File: config.mk
export PLATFORM = sky130hd
export DESIGN_NAME = alu_cmd_sequencer_flat
export DESIGN_NICKNAME = d
export VERILOG_FILES = /design/src/rtl/alu_cmd_sequencer_if.sv /design/src/rtl/alu_cmd_sequencer.sv /design/src/flat_wrapper.sv
export SDC_FILE = /design/constraint.sdc
export NUM_CORES = 1
export LEC_CHECK = 0
export ABC_AREA = 1
export BUFFER_PORTS_ARGS = -buffer_cell sky130_fd_sc_hd__buf_2
export CAP_MARGIN = 15
export CORE_MARGIN = 4
export CORE_UTILIZATION = 51
export DETAILED_ROUTE_END_ITERATION = 7
export HOLD_SLACK_MARGIN = 0.03
export PLACE_DENSITY = 0.84
export SKIP_LAST_GASP = 1
export SLEW_MARGIN = 20
export SYNTH_ARGS = -nofsm -noshare
export SYNTH_HDL_FRONTEND = slang
export SYNTH_SLANG_ARGS = --single-unit
File: constraint.sdc
create_clock -name clk -period 3.4 [get_ports clk]
set_clock_uncertainty 0.1 [all_clocks]
set_input_delay 0.34 -clock clk [delete_from_list [all_inputs] [get_ports clk]]
set_output_delay 0.34 -clock clk [all_outputs]
set_load 0.05 [all_outputs]
File: src/rtl/alu_cmd_sequencer_if.sv
// Command/result handshake bundle between instruction source, sequencer and ALU.
// Optional ALU_FLAGS_EN adds the res_zero/res_neg status signals.
interface alu_cmd_sequencer_if #(
    parameter int unsigned WIDTH = 16
);
    logic             cmd_valid;
    logic             cmd_ready;
    logic [3:0]       cmd_op;
    logic [WIDTH-1:0] cmd_a;
    logic [WIDTH-1:0] cmd_b;
    logic             cmd_use_acc;
    logic [11:0]      alu_sel;
    logic [WIDTH-1:0] alu_a;
    logic [WIDTH-1:0] alu_b;
    logic [WIDTH-1:0] alu_result;
    logic             res_valid;
    logic             res_ready;
    logic [WIDTH-1:0] res_data;
    logic [WIDTH-1:0] acc;
    logic             busy;
`ifdef ALU_FLAGS_EN
    logic             res_zero;
    logic             res_neg;
`endif

    modport master (
        output cmd_valid, cmd_op, cmd_a, cmd_b, cmd_use_acc, alu_result, res_ready,
        input  cmd_ready, alu_sel, alu_a, alu_b, res_valid, res_data, acc, busy
`ifdef ALU_FLAGS_EN
        , input res_zero, res_neg
`endif
    );

    modport slave (
        input  cmd_valid, cmd_op, cmd_a, cmd_b, cmd_use_acc, alu_result, res_ready,
        output cmd_ready, alu_sel, alu_a, alu_b, res_valid, res_data, acc, busy
`ifdef ALU_FLAGS_EN
        , output res_zero, res_neg
`endif
    );
endinterface

File: src/rtl/alu_cmd_sequencer.sv
// Command front-end for the combinational ALU: decode, operand hold, result capture.
// Define ALU_FLAGS_EN to add registered res_zero/res_neg flags.
module alu_cmd_sequencer #(
    parameter int unsigned WIDTH   = 16,
    parameter int unsigned ALU_LAT = 1
) (
    input logic             clk,
    input logic             rst,
    alu_cmd_sequencer_if.slave bus
);
    typedef enum logic [1:0] {IDLE, EXEC, DONE} state_t;

    localparam logic [3:0] LAT = 4'(ALU_LAT);

    state_t           state, state_nx;
    logic [3:0]       cnt;
    logic [11:0]      sel_q;
    logic [WIDTH-1:0] a_q, b_q, res_q, acc_q;
    logic [11:0]      dec;
    logic             accept, capture, is_clear;
`ifdef ALU_FLAGS_EN
    logic             zero_q, neg_q;
`endif

    function automatic logic [11:0] decode(input logic [3:0] op);
        case (op)
            4'b0000: decode = 12'h001;
            4'b0001: decode = 12'h002;
            4'b0010: decode = 12'h004;
            4'b0011: decode = 12'h008;
            4'b0100: decode = 12'h010;
            4'b0101: decode = 12'h020;
            4'b0110: decode = 12'h040;
            4'b1000: decode = 12'h080;
            4'b1001: decode = 12'h100;
            4'b1010: decode = 12'h200;
            4'b1011: decode = 12'h400;
            default: decode = 12'h800;
        endcase
    endfunction

    assign dec      = decode(bus.cmd_op);
    assign is_clear = dec[11];
    assign accept   = (state == IDLE) && bus.cmd_valid;
    assign capture  = (state == EXEC) && (cnt == 4'd1);

    always_ff @(posedge clk or posedge rst) begin
        if (rst) state <= IDLE;
        else     state <= state_nx;
    end

    always_comb begin
        state_nx = state;
        case (state)
            IDLE: if (bus.cmd_valid) state_nx = is_clear ? DONE : EXEC;
            EXEC: if (capture)       state_nx = DONE;
            DONE: if (bus.res_ready) state_nx = IDLE;
            default:                 state_nx = IDLE;
        endcase
    end

    always_ff @(posedge clk or posedge rst) begin
        if (rst) begin
            cnt    <= '0;
            sel_q  <= '0;
            a_q    <= '0;
            b_q    <= '0;
            res_q  <= '0;
            acc_q  <= '0;
`ifdef ALU_FLAGS_EN
            zero_q <= 1'b0;
            neg_q  <= 1'b0;
`endif
        end else if (accept) begin
            a_q <= bus.cmd_use_acc ? acc_q : bus.cmd_a;
            b_q <= bus.cmd_b;
            if (is_clear) begin
                // CLEAR completes at the accepting edge; the ALU is never selected.
                sel_q  <= '0;
                res_q  <= '0;
                acc_q  <= '0;
`ifdef ALU_FLAGS_EN
                zero_q <= 1'b1;
                neg_q  <= 1'b0;
`endif
            end else begin
                sel_q <= dec;
                cnt   <= LAT;
            end
        end else if (state == EXEC) begin
            cnt <= cnt - 4'd1;
            if (capture) begin
                sel_q  <= '0;
                res_q  <= bus.alu_result;
                acc_q  <= bus.alu_result;
`ifdef ALU_FLAGS_EN
                zero_q <= (bus.alu_result == '0);
                neg_q  <= bus.alu_result[WIDTH-1];
`endif
            end
        end
    end

    // cmd_ready is masked by rst so every output reads 0 while reset is held.
    assign bus.cmd_ready = (state == IDLE) && !rst;
    assign bus.res_valid = (state == DONE);
    assign bus.busy      = (state != IDLE);
    assign bus.alu_sel   = sel_q;
    assign bus.alu_a     = a_q;
    assign bus.alu_b     = b_q;
    assign bus.res_data  = res_q;
    assign bus.acc       = acc_q;
`ifdef ALU_FLAGS_EN
    assign bus.res_zero  = zero_q;
    assign bus.res_neg   = neg_q;
`endif
endmodule

File: src/flat_wrapper.sv
// flat-port wrapper written by rule: the top's interface ports become plain ports
module alu_cmd_sequencer_flat 
#(
    parameter int unsigned WIDTH   = 16,
    parameter int unsigned ALU_LAT = 1
)
  (clk, rst, bus_cmd_valid, bus_cmd_op, bus_cmd_a, bus_cmd_b, bus_cmd_use_acc, bus_alu_result, bus_res_ready, bus_cmd_ready, bus_alu_sel, bus_alu_a, bus_alu_b, bus_res_valid, bus_res_data, bus_acc, bus_busy);
  alu_cmd_sequencer_if #(.WIDTH(WIDTH)) bus_i ();
  input logic clk;
  input logic rst;
  input wire logic [$bits(bus_i.cmd_valid)-1:0] bus_cmd_valid;
  input wire logic [$bits(bus_i.cmd_op)-1:0] bus_cmd_op;
  input wire logic [$bits(bus_i.cmd_a)-1:0] bus_cmd_a;
  input wire logic [$bits(bus_i.cmd_b)-1:0] bus_cmd_b;
  input wire logic [$bits(bus_i.cmd_use_acc)-1:0] bus_cmd_use_acc;
  input wire logic [$bits(bus_i.alu_result)-1:0] bus_alu_result;
  input wire logic [$bits(bus_i.res_ready)-1:0] bus_res_ready;
  output wire logic [$bits(bus_i.cmd_ready)-1:0] bus_cmd_ready;
  output wire logic [$bits(bus_i.alu_sel)-1:0] bus_alu_sel;
  output wire logic [$bits(bus_i.alu_a)-1:0] bus_alu_a;
  output wire logic [$bits(bus_i.alu_b)-1:0] bus_alu_b;
  output wire logic [$bits(bus_i.res_valid)-1:0] bus_res_valid;
  output wire logic [$bits(bus_i.res_data)-1:0] bus_res_data;
  output wire logic [$bits(bus_i.acc)-1:0] bus_acc;
  output wire logic [$bits(bus_i.busy)-1:0] bus_busy;
  assign bus_i.cmd_valid = bus_cmd_valid;
  assign bus_i.cmd_op = bus_cmd_op;
  assign bus_i.cmd_a = bus_cmd_a;
  assign bus_i.cmd_b = bus_cmd_b;
  assign bus_i.cmd_use_acc = bus_cmd_use_acc;
  assign bus_i.alu_result = bus_alu_result;
  assign bus_i.res_ready = bus_res_ready;
  assign bus_cmd_ready = bus_i.cmd_ready;
  assign bus_alu_sel = bus_i.alu_sel;
  assign bus_alu_a = bus_i.alu_a;
  assign bus_alu_b = bus_i.alu_b;
  assign bus_res_valid = bus_i.res_valid;
  assign bus_res_data = bus_i.res_data;
  assign bus_acc = bus_i.acc;
  assign bus_busy = bus_i.busy;
  alu_cmd_sequencer #(.WIDTH(WIDTH), .ALU_LAT(ALU_LAT)) u_core (.clk(clk), .rst(rst), .bus(bus_i));
endmodule
# Word level (Yosys, flattened, before mapping)
# Memories as Yosys holds them, arrays and structs flattened.
# Index checks and enable logic that the tools add are counted.
dict set report totals {
  in_bits 57
  mem_bits_rw 0
  latchBits 0
  ff_bits 66
  memories 1
  romBits 192
  out_inout_bits 79
}
# name words word_bits rd rd_ports_with_merged_regs wr line_no
set memory_table {}
lappend memory_table {{(no name shown)} 16 12 1 0 0 alu_cmd_sequencer.sv:26} ;# case (op)
dict set report op_classes {
  n_shift 0
  order_cmp 0
  mux 17
  div_mod_pow 0
  n_bitwise 0
  n_eq_ne 8
  add_sub_neg 1
  n_mul 0
  n_reduce_logical 12
}
# cell count
set op_table {}
lappend op_table {{16-bit 2-to-1 mux} 5}
lappend op_table {{12-bit 2-to-1 mux} 3}
lappend op_table {{4-bit 2-to-1 mux} 3}
lappend op_table {{11-bit 2-to-1 mux} 1}
lappend op_table {{2-bit 2-to-1 mux} 4}
lappend op_table {{2-bit != test (second input constant)} 3}
lappend op_table {{2-bit one-hot mux with 3 select lines} 1}
lappend op_table {{3-bit AND reduction} 2}
lappend op_table {{2-bit nonzero test} 3}
lappend op_table {{4-bit by 1-bit equality test with 1-bit output (second input constant)} 1}
lappend op_table {{2-bit by 1-bit != test with 1-bit output (second input constant)} 2}
lappend op_table {{2-bit AND reduction} 2}
lappend op_table {{4-bit by 1-bit subtractor with 4-bit output (second input constant)} 1}
lappend op_table {{1-bit logical AND} 3}
lappend op_table {{2-bit by 1-bit equality test with 1-bit output (second input constant)} 1}
lappend op_table {{2-bit equality test (second input constant)} 1}
lappend op_table {{2-bit logical NOT} 1}
lappend op_table {{1-bit logical NOT} 1}

# Longest topological paths before layout
dict set report logic_depth {
  ltp_word 5
  mapped_depth 7
  ltp_nobuf 6
}

# Least setup slack after synthesis
# OpenSTA, ideal clock, no wires.
dict set report synth_path {
  path_type {flip-flop to output port}
  start {register u_core.state[1]}
  end {output bus_cmd_ready}
  stages_incl_launch_ff 4
  arrival_ps 1568
  setup_slack_ps 1392
  required_time_ps 2960
  n_path_buf 0
  cell_sequence {dfrtp_1 inv_2 nand2_1 nor2_1}
}
dict set report synth_between {
  elab_chain_cells 2
}
# element line_no
set synth_lines {}
lappend synth_lines {{from (decl)} alu_cmd_sequencer.sv:15} ;# state_t state, state_nx;
lappend synth_lines {{from (signal assigned)} alu_cmd_sequencer.sv:49} ;# else state <= state_nx;
lappend synth_lines {{2-bit logical NOT} alu_cmd_sequencer.sv:105} ;# assign bus.cmd_ready = (state == IDLE) && !rst;
lappend synth_lines {{1-bit logical AND} alu_cmd_sequencer.sv:105}
lappend synth_lines {{to (decl)} flat_wrapper.sv:18} ;# output wire logic [$bits(bus_i.cmd_ready)-1:0] bus_cmd_ready;
# Every way passes these cells.

# Worst setup path in the final report
dict set report layout_path {
  start {register u_core.state[1]}
  end {register u_core.res_q[2] (netlist: u_core.bus.res_data[2])}
}
dict set report layout_between {
  elab_chain_cells 4
  word_cells_on_any_way 9
  classes_between {eq/ne: 2; mux: 1; reduce/logical: 6}
}
# element line_no
set layout_lines {}
lappend layout_lines {{2-bit logical NOT / 2-bit by 1-bit equality test with 1-bit output (equally long branches)} {alu_cmd_sequencer.sv:44, alu_cmd_sequencer.sv:45, alu_cmd_sequencer.sv:90}}
lappend layout_lines {{1-bit logical AND (on tied branches)} {alu_cmd_sequencer.sv:44, alu_cmd_sequencer.sv:45}}
lappend layout_lines {{2-bit by 1-bit != test with 1-bit output (no line) / 2-bit nonzero test (equally long branches)} -}
lappend layout_lines {{3-bit AND reduction (no line)} -}
lappend layout_lines {{to (signal assigned)} alu_cmd_sequencer.sv:94} ;# res_q <= bus.alu_result;
lappend layout_lines {{to (decl)} alu_cmd_sequencer.sv:18} ;# logic [WIDTH-1:0] a_q, b_q, res_q, acc_q;
# Parallel ways exist; a longest one is shown, timed or not.
# A chain may end at the register's enable or synchronous reset.

==> metrics <==
synth top area cells dfrtp_1 53%, nand2_1 14%, o21ai_0 6.1%, nand3_1 5.0%, buf_4 4.6%; post-synthesis compound-gate area fraction 0.06834; TritonCTS Sinks 65; routed wire length 7517 um; status completed; Pins Over Slew Limit 0; hpwl dp 5432 um; setup bufs post-CTS 0; RSZ-0062 raised after global routing false; fin crit share 0.6040; post-synthesis mux area share 0; Unique masters post-synth 26; Highest Clock Rate 486.9 MHz; Reg area 0.001627 sq mm; total track usage 0.2171; worst-path maximum fanout 62; worst reg-to-reg path cell count 6; Cell Pwr Density 1130 mW/mm^2; Max VDD drop 0.7620 mV; via count 2776; Multi-input gate area 0.001104 sq mm; fin nets 532; vias in the first global route 2710; Synth Area in Adders 0.008087; crit path kind reg -> reg; Filler cells 518; minimum clock period 2054 ps; Post-Syn Instances 362; Simple-Gate Fraction of Synth Area 0.2762; Avg WL per Cell 13.59 um; Max-Cap Viols 0; iteration-0 DRC count of the detailed router 134; Leak Pwr 2.214 nW; maximum clock insertion buffer count 2; routed vias/inst 5.020; Mean Syn Cell Area 8.548 sq um; final setup fails 0; Final Power 4.334 mW; share of cells above drive strength 1 0.3473; GRT Residual Overflow 0; CP Data Required Time 3520 ps; # diodes 0; largest family of logic cells by synthesized area simple AND/OR/NAND/NOR gates; Yosys top cell area share 0.5257; Setup TNS 0 ps; Final Hold Vio Count 0; reg2reg setup slack 1350 ps; row count 28; Reg-to-Reg Start u_core.state[1]$_DFFE_PP0P_; post-cts sizing count 0; Async SR Flop Fraction 1.000; WP data arrival 2170 ps; syn_nets 421; largest net degree at the start of global routing 63; Initial Util 0.5226; TritonCTS clock tree built; Main synth FF type dfrtp_1; Hold Buf Count CTS 0; Synthesis Warnings 0; RR Endpoint u_core.bus.res_data[2]$_DFFE_PP0P_; input/output buffers 134; Seq/Total Area, Yosys 0.5257; worst min-delay path class in -> async; first-pass GRT wire length 12560 um; top cells by count, synth 118 x nand2_1, 65 x dfrtp_1, 38 x o21ai_0; drt first pass iters 4; initial antenna violation count 0; CP Capture Type register; Die ar. 0.007377 sq mm; Worst Setup Start Kind register; Synth Register Bits 65; clock slew at reported path FFs 80 ps; die width 85.89 um; Root Buffer clkbuf_8; Clock Latency Late Sink 340 ps; Final Cell Area 0.003836 sq mm; Post-synth EDFFs 0; slew margin rel. 0.4156; Layout area overhead 23.98%; Final ANT Viol Nets 0; post-synth top area cell dfrtp_1; Slew @ Worst Pin 875.5 ps; core area 0.005921 sq mm; GP Congestion 0.8121; H-tree lvl count 3; total CTS buffers 9; Vert. Die Dim 85.89 um; num ports 136; DRC 0; Area after DPL 0.003625 sq mm; Post-Synth XOR/XNOR Area 0.002831; top-count cell post-synth nand2_1; Syn Std Cell Area 0.003094 sq mm
[worst max-delay path by stage]
stage                                startpoint                            endpoint  cells past startpoint
floorplan                                   rst     u_core.bus.alu_a[0]$_DFFE_PP0P_                      1
global placement    u_core.state[1]$_DFFE_PP0P_  u_core.bus.res_data[7]$_DFFE_PP0P_                      6
detailed placement  u_core.state[1]$_DFFE_PP0P_  u_core.bus.res_data[7]$_DFFE_PP0P_                      6
CTS                 u_core.state[1]$_DFFE_PP0P_  u_core.bus.res_data[2]$_DFFE_PP0P_                      6
global route        u_core.state[1]$_DFFE_PP0P_  u_core.bus.res_data[5]$_DFFE_PP0P_                      6
finish              u_core.state[1]$_DFFE_PP0P_  u_core.bus.res_data[2]$_DFFE_PP0P_                      6
[where the power goes]
group | switching [mW] | internal [mW] | total, mW | leakage, nW
logic | 1.86 | 0.487 | 2.35 | 1.27
registers | 0.210 | 1.07 | 1.28 | 0.835
clock network | 0.294 | 0.409 | 0.704 | 0.106
total | 2.37 | 1.97 | 4.33 | 2.21
[per-stage QoR]
| step | setup slack [ps] | util | hold WS [ps] | cells |
|---|---|---|---|---|
| after floorplan | 1334 | - | 349.6 | 362 |
| after global placement | 1418 | 0.6122 | 357.9 | 537 |
| after detailed placement | 1336 | 0.6122 | 361.1 | 537 |
| after CTS | 1301 | 0.6477 | 77.82 | 553 |
| after global routing | 1096 | 0.6479 | 77.77 | 553 |
| final | 1346 | 0.6479 | 58.52 | 553 |
[cells in the final DEF, fill, tap and decap left out, types with 8 or more instances in the layout]
cell type	netlist	routed
buf_2	6	134
clkbuf_8	0	9
dfrtp_1	65	65
inv_1	28	27
nand2_1	118	118
nand3_1	31	31
nand4_1	17	17
nor2_1	8	8
o21ai_0	38	38
[logic make-up (layout without fill, tap and decap cells)]
family | after synthesis | count (layout)
flops | 65 | 65
other cells | 1 | 1
simple gates | 185 | 185
fa+ha+maj | 2 | 2
buf+inv | 67 | 183
compound gates | 41 | 41
xor+xnor | 1 | 1
[sequential cells by signal, indices dropped and copies added, names as in the netlist]
register,flops
u_core.state,2
u_core.cnt,4
u_core.bus.alu_sel,11
u_core.bus.alu_a,16
u_core.bus.res_data,16
u_core.bus.alu_b,16
[final cells by class]
cell class                      instances  share of cell area
Sequential cell                        65              0.4240
Multi-Input combinational cell        230              0.2877
Timing Repair Buffer                  135              0.1768
Clock buffer                           10             0.03327
Inverter                               32             0.03229
Tap cell                               75             0.02446
Clock inverter                          6             0.02153
[critical path, cell delays in order, from the launching register on]
cell and delay, ps:
dfrtp_1 410, inv_2 100, nand3_4 490, inv_4 420, nand2_4 200, nand3_1 120, nand2_1 80
[metal layers]
| layer | global-route usage | routed length (um) |
|---|---|---|
| met5 | 0 | 0 |
| met3 | 0.06436 | 732 |
| met2 | 0.3455 | 3455 |
| met4 | 0.07626 | 111 |
| met1 | 0.2828 | 3219 |
(Power assumes the default switching activity.)
